===== src/rtl/kyber_pkg.sv =====
// Shared Kyber arithmetic constants.
// Used by the modular-reduction path.
package kyber_pkg;

  localparam int KYBER_Q  = 3329;
  localparam int KYBER_N  = 256;
  localparam int COEF_WID = 12;
  localparam int Q_NEG    = (1 << (COEF_WID + 1)) - KYBER_Q;

endpackage


===== src/rtl/cla_adder.sv =====
// Parallel-prefix carry-lookahead adder.
// Returns a WID+1 bit sum; the top bit is the carry out.
module cla_adder #(
  parameter int WID = 13
) (
  input  logic [WID-1:0] a_i,
  input  logic [WID-1:0] b_i,
  input  logic           cin_i,
  output logic [WID:0]   sum_o
);

  localparam int LVL = (WID > 1) ? $clog2(WID) : 1;

  logic [WID-1:0] hp;
  logic [WID-1:0] g;
  logic [WID-1:0] p;
  logic [WID-1:0] msk;

  // Prefix tree: g[i] becomes the carry out of bits i..0, cin folded in
  always_comb begin
    hp  = a_i ^ b_i;
    g   = (a_i & b_i) | {{(WID-1){1'b0}}, hp[0] & cin_i};
    p   = hp;
    msk = '0;
    for (int l = 0; l < LVL; l++) begin
      msk = '0;
      for (int j = 0; j < WID; j++) begin
        if (j < (1 << l)) msk[j] = 1'b1;
      end
      g = g | (p & (g << (1 << l)));
      p = p & ((p << (1 << l)) | msk);
    end
  end

  assign sum_o = {g[WID-1], hp ^ {g[WID-2:0], cin_i}};

endmodule


===== src/rtl/mod_q_reduce.sv =====
// Two-stage streaming conditional subtract of Q.
// Optional sticky range flag: MODQ_RANGE_CHECK_EN.
module mod_q_reduce
  import kyber_pkg::*;
#(
  parameter int DATA_WID = COEF_WID,
  parameter int Q        = KYBER_Q,
  parameter int N_COEF   = KYBER_N
) (
  input  logic                clk,
  input  logic                rst_n,
  input  logic                in_valid,
  output logic                in_ready,
  input  logic [DATA_WID:0]   in_sum,
  output logic                out_valid,
  input  logic                out_ready,
  output logic [DATA_WID-1:0] out_coef,
  output logic                out_last,
  output logic                err_range
);

  localparam int IW = (N_COEF > 1) ? $clog2(N_COEF) : 1;
  localparam logic [DATA_WID:0] QN =
    (DATA_WID+1)'((1 << (DATA_WID + 1)) - Q);

  logic                s1_valid_q;
  logic [DATA_WID:0]   s1_sum_q;
  logic                s2_valid_q;
  logic [DATA_WID-1:0] s2_coef_q;
  logic [IW-1:0]       idx_q;
  logic                s1_adv;
  logic                s2_adv;
  logic [DATA_WID+1:0] add_sum;
  logic                c;
  logic [DATA_WID-1:0] t_lo;
  logic                unused_t_msb;
  logic [DATA_WID-1:0] coef_d;

  assign s2_adv   = !s2_valid_q || out_ready;
  assign s1_adv   = !s1_valid_q || s2_adv;
  assign in_ready = s1_adv;

  cla_adder #(
    .WID (DATA_WID + 1)
  ) u_cla (
    .a_i   (s1_sum_q),
    .b_i   (QN),
    .cin_i (1'b0),
    .sum_o (add_sum)
  );

  assign c            = add_sum[DATA_WID+1];
  assign t_lo         = add_sum[DATA_WID-1:0];
  assign unused_t_msb = add_sum[DATA_WID];
  assign coef_d       = c ? t_lo : s1_sum_q[DATA_WID-1:0];

  // Stage 1 captures the raw sum whenever it can move forward
  always_ff @(posedge clk or negedge rst_n) begin
    if (!rst_n) begin
      s1_valid_q <= 1'b0;
      s1_sum_q   <= '0;
    end else if (s1_adv) begin
      s1_valid_q <= in_valid;
      if (in_valid) s1_sum_q <= in_sum;
    end
  end

  // Stage 2 holds the reduced coefficient until it is taken
  always_ff @(posedge clk or negedge rst_n) begin
    if (!rst_n) begin
      s2_valid_q <= 1'b0;
      s2_coef_q  <= '0;
    end else if (s2_adv) begin
      s2_valid_q <= s1_valid_q;
      if (s1_valid_q) s2_coef_q <= coef_d;
    end
  end

  // Position within the polynomial; wraps by power-of-two width
  always_ff @(posedge clk or negedge rst_n) begin
    if (!rst_n) begin
      idx_q <= '0;
    end else if (s2_valid_q && out_ready) begin
      idx_q <= idx_q + 1'b1;
    end
  end

  assign out_valid = s2_valid_q;
  assign out_coef  = s2_coef_q;
  assign out_last  = s2_valid_q && (&idx_q);

`ifdef MODQ_RANGE_CHECK_EN
  localparam logic [DATA_WID+1:0] TWO_Q = (DATA_WID+2)'(2 * Q);

  logic in_fire;
  logic err_q;

  assign in_fire = in_valid && s1_adv;

  // Sticky flag for sums a single subtraction cannot fix
  always_ff @(posedge clk or negedge rst_n) begin
    if (!rst_n) begin
      err_q <= 1'b0;
    end else if (in_fire && ({1'b0, in_sum} >= TWO_Q)) begin
      err_q <= 1'b1;
    end
  end

  assign err_range = err_q;
`else
  assign err_range = 1'b0;
`endif

endmodule

===== config.mk =====
export PLATFORM = sky130hd
export DESIGN_NAME = mod_q_reduce
export DESIGN_NICKNAME = d
export VERILOG_FILES = /design/src/rtl/kyber_pkg.sv /design/src/rtl/cla_adder.sv /design/src/rtl/mod_q_reduce.sv
export SDC_FILE = /design/constraint.sdc
export NUM_CORES = 1
export LEC_CHECK = 0
export CAP_MARGIN = 20
export CORE_MARGIN = 2
export CORE_UTILIZATION = 45
export CTS_CLUSTER_DIAMETER = 30
export CTS_CLUSTER_SIZE = 24
export DETAILED_ROUTE_END_ITERATION = 8
export PLACE_DENSITY = 0.68
export SLEW_MARGIN = 20
export SYNTH_ARGS = -nofsm -noshare
export SYNTH_HDL_FRONTEND = slang
export SYNTH_HIERARCHICAL = 1
export SYNTH_SLANG_ARGS = --single-unit

===== constraint.sdc =====
create_clock -name clk -period 3.7 [get_ports clk]
set_clock_uncertainty 0.2 [all_clocks]
set_input_delay 0.74 -clock clk [delete_from_list [all_inputs] [get_ports clk]]
set_output_delay 0.74 -clock clk [all_outputs]
set_load 0.01 [all_outputs]

# --- Yosys cells after proc, flatten, opt, wreduce, memory -nomap -nowiden ---
# Cells that the tools add are included.
word_totals:
  register_bits: 35
  latch_bits: 0
  ramBits: 0
  romBits: 0
  in_bits: 17
  out_inout_bits: 16
  elab_cells: 29
  n_memories: 0
classes:
  n_addsub: 1
  n_mul: 0
  n_div: 0
  order_cmp: 0
  n_eq_ne: 0
  n_shift: 0
  mux: 1
  bitwise: 13
  n_reduce_logical: 9
op_table:
  columns: ["cell", "n"]
  rows:
  - ["AND 13 bit", 6]
  - ["bitwise OR 13 bit", 4]
  - ["AND 13 x 11 -> 13 bit", 1]
  - ["two-way mux 12 bit", 1]
  - ["bitwise XOR 12 bit", 1]
  - ["NOT 10 bit", 1]
  - ["adder 8 x 1 -> 8 bit (second input constant)", 1]
  - ["AND reduction 8 bit", 1]
  - ["AND reduction 2 bit", 2]
  - ["logical AND 1 bit", 2]
  - ["logical NOT 1 bit", 2]
  - ["logical OR 1 bit", 2]

# --- Depth between registers and ports, before layout ---
# Gate-level depths: netlist of the first run.
logic_depth:
  ltp_word: 11
  ltp_mapped: 9
  ltp_nobuf: 9

# --- Hierarchy ---
# The synthesis of the first run kept the hierarchy.
by_module_without_submodules:
  columns: ["mod", "instances", "cells_per_inst", "area_each_um2"]
  rows:
  - ["mod_q_reduce", 1, 123, 1611.5]
  - ["cla_adder", 1, 80, 606.8]

# --- Least setup slack after synthesis of the first run ---
# OpenSTA, ideal clock, no wires.
synth_timing:
  path_type: "flip-flop to flip-flop"
  from: "register s1_sum_q[0]"
  to: "register s2_coef_q[0], in the netlist out_coef[0]"
  setup_ns: 0.141
  arrival_ns: 2.233
  required_time_ns: 3.359
  path_slack_ns: 1.125
  stages_incl_launch_ff: 10
  n_path_buf: 1
  period_less_slack_ns: 2.575
  path_cell_list: "dfrtp_1 -> fa_1 -> a211oi_2 -> nor2_1 -> o21ai_1 -> o211ai_1 -> a221o_1 -> buf_4 -> mux2i_1 -> a31oi_1"
synth_between:
  elab_chain_cells: 9
synth_lines:
  columns: ["item", "line_no", "source"]
  rows:
  - ["from (decl)", "mod_q_reduce.sv:27", "logic [DATA_WID:0] s1_sum_q;"]
  - ["from (signal assigned)", "mod_q_reduce.sv:64", "if (in_valid) s1_sum_q <= in_sum;"]
  - ["NOT 10 bit (no source line)", null, null]
  - ["AND 13 x 11 -> 13 bit / AND 13 bit (equally long branches)", "cla_adder.sv:30, cla_adder.sv:31", null]
  - ["bitwise OR 13 bit / AND 13 bit (equally long branches)", "cla_adder.sv:30", "g = g | (p & (g << (1 << l)));"]
  - ["bitwise OR 13 bit (*)", "cla_adder.sv:30", null]
  - ["AND 13 bit (*)", "cla_adder.sv:30", null]
  - ["bitwise OR 13 bit (*)", "cla_adder.sv:30", null]
  - ["AND 13 bit (*)", "cla_adder.sv:30", null]
  - ["bitwise OR 13 bit (*)", "cla_adder.sv:30", null]
  - ["named net add_sum[13]", "mod_q_reduce.sv:33", "logic [DATA_WID+1:0] add_sum;"]
  - ["two-way mux 12 bit (*)", "mod_q_reduce.sv:55", "assign coef_d = c ? t_lo : s1_sum_q[DATA_WID-1:0];"]
  - ["to (signal assigned)", "mod_q_reduce.sv:75", "if (s1_valid_q) s2_coef_q <= coef_d;"]
  - ["to (decl)", "mod_q_reduce.sv:29", "logic [DATA_WID-1:0] s2_coef_q;"]
# Mark *: on every way through the listed nets, which the timed path passes. The rest lies on a longest branch.
# A chain may end at the register's enable or synchronous reset.

# --- Final worst setup path of the first run ---
layout_timing:
  from: "register s1_sum_q[0]"
  to: "register s2_coef_q[5], in the netlist out_coef[5]"
# The elaborated chain is that of the path after synthesis.

==> flow_metrics.env, run 1 <==
export IMPL_setup_violations_final=0
export IMPL_fp_dieArea_sq_um=5419
export IMPL_outcome="finished, final reports clean"
export IMPL_post_cts_resized=0
export IMPL_ys_warn_count=6
export IMPL_htreeDepth=2
export IMPL_gp_congestion=0.8898
export IMPL_start_util=0.4648
export IMPL_tightest_slew_ps=853.3
export IMPL_finalMaxSlewViolations=0
export IMPL_crit_slowest_cell="a221o_1"
export IMPL_finalCritPeriodShare=0.7855
export IMPL_finalHoldViolCount=0
export IMPL_cp_cell_sequence="fa_1, a211oi_2, nor2_1, o21ai_1, o211ai_1, a221o_1, mux2i_1, a31oi_1"
export IMPL_critical_path_class="reg -> reg"
export IMPL_worst_path_max_fanout=12
export IMPL_cts_sinks=35
export IMPL_cts_max_path_buffers=2
export IMPL_cts_buffers=5
export IMPL_wl_per_cell_um=13.59
export IMPL_cp_data_arrival_time_ps=2830
export IMPL_fin_cells=296
export IMPL_cts_hold_buf=0
export IMPL_min_period_ps=2906
export IMPL_cts_root_buf="clkbuf_8"
export IMPL_clock_latency_ps=280
export IMPL_critPathRequiredTime_ps=3630
export IMPL_worstHoldPathType="reg -> reg"
export IMPL_setup_tns_ps=0
export IMPL_grt_use_met3=0.04115
export IMPL_ioPinCount=33
export IMPL_drcViolationCount=0
export IMPL_wl_um=4023
export IMPL_leakage_nw=1.189
export IMPL_via_per_inst=5.324
export IMPL_grt_pass1_wl_um=6396
export IMPL_firstDrtPassIters=4
export IMPL_synth_cells=197
export IMPL_rows=25
export IMPL_cp_end_kind="flop"
export IMPL_dpl_hpwl_um=2914
export IMPL_rsz0062_at_grt="no"
export IMPL_grt_max_degree=36
export IMPL_dieHeight_um=73.62
export IMPL_use_met2=0.2063
export IMPL_cts_tree="done"
export IMPL_vias=1576
export IMPL_syn2layout_area_growth_pct=22.32
export IMPL_antenna_found_initial=0
export IMPL_syn_mean_instance_area_sq_um=11.07
export IMPL_port_buffers=31
export IMPL_core_sq_um=4692
export IMPL_clk_pin_slew_worst_paths_ps=70
export IMPL_max_freq_ghz=0.3441
export IMPL_drive_gt1_frac=0.1281
export IMPL_drt_iter0_drc=60
export IMPL_hold_ws_ps=276.0
export IMPL_antenna_left=0
export IMPL_cellPowerDensity_nw_per_um2=554.9
export IMPL_overflow=0
export IMPL_grt_util_met1=0.2368
export IMPL_dpl_cell_count=288
export IMPL_synth_area_sq_um=2181
export IMPL_slew_headroom=0.4311
export IMPL_die_w_um=73.62
export IMPL_grt_pass1_vias=1370
export IMPL_grtUsageTotal=0.1544
export IMPL_cts_setup_buffers=0
export IMPL_irDropWorstVdd_uv=189.7
export IMPL_fin_nets=273
export IMPL_diodes=0
export IMPL_critPathMaxStageDelay_ps=600
export IMPL_power_w=0.001480
export IMPL_grt_busiest_layer="met1"
export IMPL_maxCapViolations=0
export IMPL_start_kind="flop"
## report_power, final
| group | internal (W) | total (W) | switching [W] |
|---|---|---|---|
| clock | 0.000218 | 0.000357 | 0.000139 |
| combinational | 0.000302 | 0.000558 | 0.000256 |
| sequential | 0.000483 | 0.000565 | 0.0000821 |
## cell usage in the layout (no fill, tap or decap), types with 2 or more instances in the layout
| cell type | n |
|---|---|
| xnor2_1 | 9 |
| nand4_1 | 6 |
| a211oi_1 | 3 |
| ha_1 | 13 |
| a21oi_1 | 15 |
| nand2_1 | 8 |
| o21ai_1 | 4 |
| a21o_1 | 4 |
| nand2b_1 | 3 |
| mux2i_1 | 12 |
| and3_1 | 2 |
| fa_1 | 2 |
| buf_4 | 2 |
| mux2_4 | 10 |
| a31oi_1 | 13 |
| nor2_1 | 13 |
| o21a_1 | 2 |
| conb_1 | 16 |
| clkbuf_8 | 6 |
| nor3_1 | 2 |
| clkdlybuf4s50_1 | 31 |
| o211ai_1 | 2 |
| mux2_2 | 4 |
| dfrtp_1 | 35 |
| xor2_1 | 6 |
| inv_1 | 2 |
## layer usage
layer | up-vias | share of wire
met4 | 0 | 0.011
met1 | 736 | 0.53
met5 | - | 0
met3 | 4 | 0.044
met2 | 40 | 0.41
li1 | 796 | -
## final timing paths
| path | start | endpoint | slack, ps | cells after the start |
|---|---|---|---|---|
| max | s1_sum_q[0] | out_coef[5] | 790 | 8 |
| min | idx_q[6] | idx_q[6] | 280 | 1 |
| max reg2reg | s1_sum_q[0] | out_coef[5] | 790 | 8 |
| min reg2reg | idx_q[6] | idx_q[6] | 280 | 1 |
| max in group asynchronous | rst_n | out_coef[3] | 2310 | 2 |
| min in group asynchronous | rst_n | idx_q[7] | 670 | 2 |
## registers in the layout (all words and copies together), names as in the netlist
name	count
out_valid	1
s1_valid_q	1
out_coef	12
s1_sum_q	13
idx_q	8
## metrics by stage
step / utilization / instance area [sq um] / setup slack [ps]
finish: 0.5685 / 2668 / 793.7
global placement: 0.5435 / 2550 / 799.1
CTS: 0.5685 / 2668 / 789.6
global route: 0.5685 / 2668 / 612.5
detailed placement: 0.5435 / 2550 / 802.3
floorplan: - / 2233 / 1125
## worst max-delay path, delay by kind of cell (launching register included)
| family | cells | cell delay, ps |
|---|---|---|
| AO/OA/AOI/OAI | 5 | 1260 |
| adder cells (fa/ha/maj) | 1 | 500 |
| flip-flops | 1 | 410 |
| multiplexers | 1 | 280 |
| AND/OR/NAND/NOR | 1 | 100 |
## cell type report
cell class | instances | area, sq um
multi-input combinational | 164 | 1274
timing repair buffer | 33 | 325.3
fill | 418 | 2024
sequential | 35 | 875.8
inverter | 2 | 7.507
clock inverter | 2 | 35.03
clock buffer | 6 | 82.58
tap | 54 | 67.56
Power figures use the tool's default switching activity.
==> run 2, diff against run 1 <==
Settings changed: PLACE_DENSITY 0.68 to 0.71.
Clock period 3.7 ns to 2.4 ns, I/O delays scaled along.
==> flow_metrics.env, run 2 (synthesized netlist as in run 1, its figures left out) <==
export IMPL_outcome="finished with violations"
export IMPL_violations="setup timing"
export IMPL_finalCritPeriodShare=1.042
export IMPL_fin_nets=296
export IMPL_hp_start="idx_q[7]"
export IMPL_setup_violations_final=10
export IMPL_finalMaxSlewViolations=0
export IMPL_cp_data_arrival_time_ps=2510
export IMPL_hold_path_cell_count=1
export IMPL_place_ws_ps=-195.5
export IMPL_die_w_um=73.62
export IMPL_diodes=0
export IMPL_vias=1675
export IMPL_antenna_left=0
export IMPL_maxCapViolations=0
export IMPL_clock_latency_ps=290
export IMPL_cts_tree="done"
export IMPL_grt_pass1_wl_um=7362
export IMPL_hold_ws_ps=278.1
export IMPL_cts_max_path_buffers=2
export IMPL_gp_congestion=0.8664
export IMPL_clk_pin_slew_worst_paths_ps=70
export IMPL_via_per_inst=5.267
export IMPL_rsz0062_at_grt="yes"
export IMPL_antenna_found_initial=0
export IMPL_htreeDepth=2
export IMPL_layout_common_cells="dfrtp_1 (35), clkdlybuf4s50_1 (30), buf_4 (24), conb_1 (16), a21oi_1 (15)"
export IMPL_firstDrtPassIters=4
export IMPL_setup_slack_ps=-100.6
export IMPL_fillCellCount=410
export IMPL_finalHoldViolCount=0
export IMPL_grtUsageTotal=0.1770
export IMPL_overflow=0
export IMPL_dieHeight_um=73.62
export IMPL_critical_path_class="reg -> reg"
export IMPL_cts_sinks=35
export IMPL_layout_cells_most_common="dfrtp_1"
export IMPL_regArea_sq_um=875.8
export IMPL_drcViolationCount=0
export IMPL_drive_gt1_frac=0.2311
export IMPL_dpl_hpwl_um=3233
export IMPL_rows=25
export IMPL_largest_reg_flops=13
export IMPL_min_period_ps=2501
export IMPL_cts_buffers=5
export IMPL_irDropWorstVdd_uv=260.2
export IMPL_syn2layout_area_growth_pct=30.87
export IMPL_min_to="idx_q[7]"
export IMPL_cellPowerDensity_nw_per_um2=815.3
export IMPL_worst_path_stages=9
export IMPL_r2r_cells=9
export IMPL_max_freq_ghz=0.3999
export IMPL_setup_tns_ps=-602.6
export IMPL_critPathRequiredTime_ps=2410
export IMPL_start_kind="flop"
export IMPL_worstHoldPathType="reg -> reg"
export IMPL_critPathMaxStageDelay_ps=420
export IMPL_core_sq_um=4692
export IMPL_start_util=0.4648
export IMPL_leakage_nw=1.303
export IMPL_r2r_end="out_coef[10]"
export IMPL_multi_input_area_sq_um=1311
export IMPL_cp_num_buf_inv=0
export IMPL_regMostFlops="s1_sum_q"
export IMPL_grt_util_met1=0.2391
export IMPL_crit_slowest_cell="fa_1"
export IMPL_grt_use_met3=0.03704
export IMPL_ioPinCount=33
export IMPL_grt_max_degree=36
export IMPL_wl_um=4502
export IMPL_use_met2=0.2817
export IMPL_drt_iter0_drc=79
export IMPL_cp_end_kind="flop"
export IMPL_fp_dieArea_sq_um=5419
export IMPL_worst_path_max_fanout=3
export IMPL_port_buffers=31
export IMPL_wl_per_cell_um=14.16
export IMPL_cp_cell_sequence="fa_2, fa_1, a211oi_2, o211ai_1, nand2_1, a21oi_1, xor2_1, mux2i_4, a31oi_1"
export IMPL_critPathTopFamily="adder cells"
export IMPL_r2r_setup_slack_ps=-100
export IMPL_cts_hold_buf=0
export IMPL_grt_pass1_vias=1611
export IMPL_grt_busiest_layer="met2"
export IMPL_r2r_start="s1_sum_q[0]"
export IMPL_cts_root_buf="clkbuf_8"
-- run 2: changes by cell type in the layout (fill, tap and decap cells not counted), sizes merged --
cell,delta
dlymetal6s2s,+1
bufinv,-1
clkdlybuf4s50,-1
buf,+23
-- run 2: how the worst max path moves through the flow --
| stage | start | to | slack, ps |
|---|---|---|---|
| 2_1_floorplan | s1_sum_q[2] | out_coef[0] | 50 |
| 3_3_place_gp | s1_sum_q[0] | out_coef[2] | -80 |
| 3_5_place_dp | s1_sum_q[0] | out_coef[10] | -200 |
| 4_1_cts | s1_sum_q[0] | out_coef[10] | -140 |
| 5_1_grt | s1_sum_q[0] | out_coef[10] | -210 |
| 6_report | s1_sum_q[0] | out_coef[10] | -100 |
-- run 2: repair_timing --
action	4_1_cts	5_1_grt
gates resized for setup	5	4
hold endpoints to repair	0	0
setup buffers	2	0
setup endpoints to repair	12	13
pin swaps	2	1
-- run 2: power breakdown --
part	leakage (nW)	total, W	internal (W)	switching (W)
sequential	0.406	0.000873	0.000745	0.000128
clock	0.0470	0.000435	0.000225	0.000210
combinational	0.850	0.00102	0.000569	0.000450
-- run 2: layer usage --
layer / wire length [um] / vias up
met5: 0 / -
met4: 66 / 0
met3: 177 / 6
met2: 2046 / 41
met1: 2211 / 786
li1: - / 842
-- run 2: area by class of cell --
type	count	area share
Inverter	2	0.002630
Timing Repair Buffer	56	0.1767
Clock buffer	6	0.02893
Tap cell	54	0.02367
Sequential cell	35	0.3069
Multi-Input combinational cell	164	0.4594
Clock inverter	1	0.001754
-- run 2: through the flow --
stage	instances	utilization	instance area [sq um]	total power, W
CTS	318	0.6056	2841	0.002327
detailed placement	309	0.5787	2715	0.001848
global route	318	0.6083	2854	0.002479
global placement	309	0.5787	2715	0.001819
floorplan	211	-	2245	0.001467
finish	318	0.6083	2854	0.002327
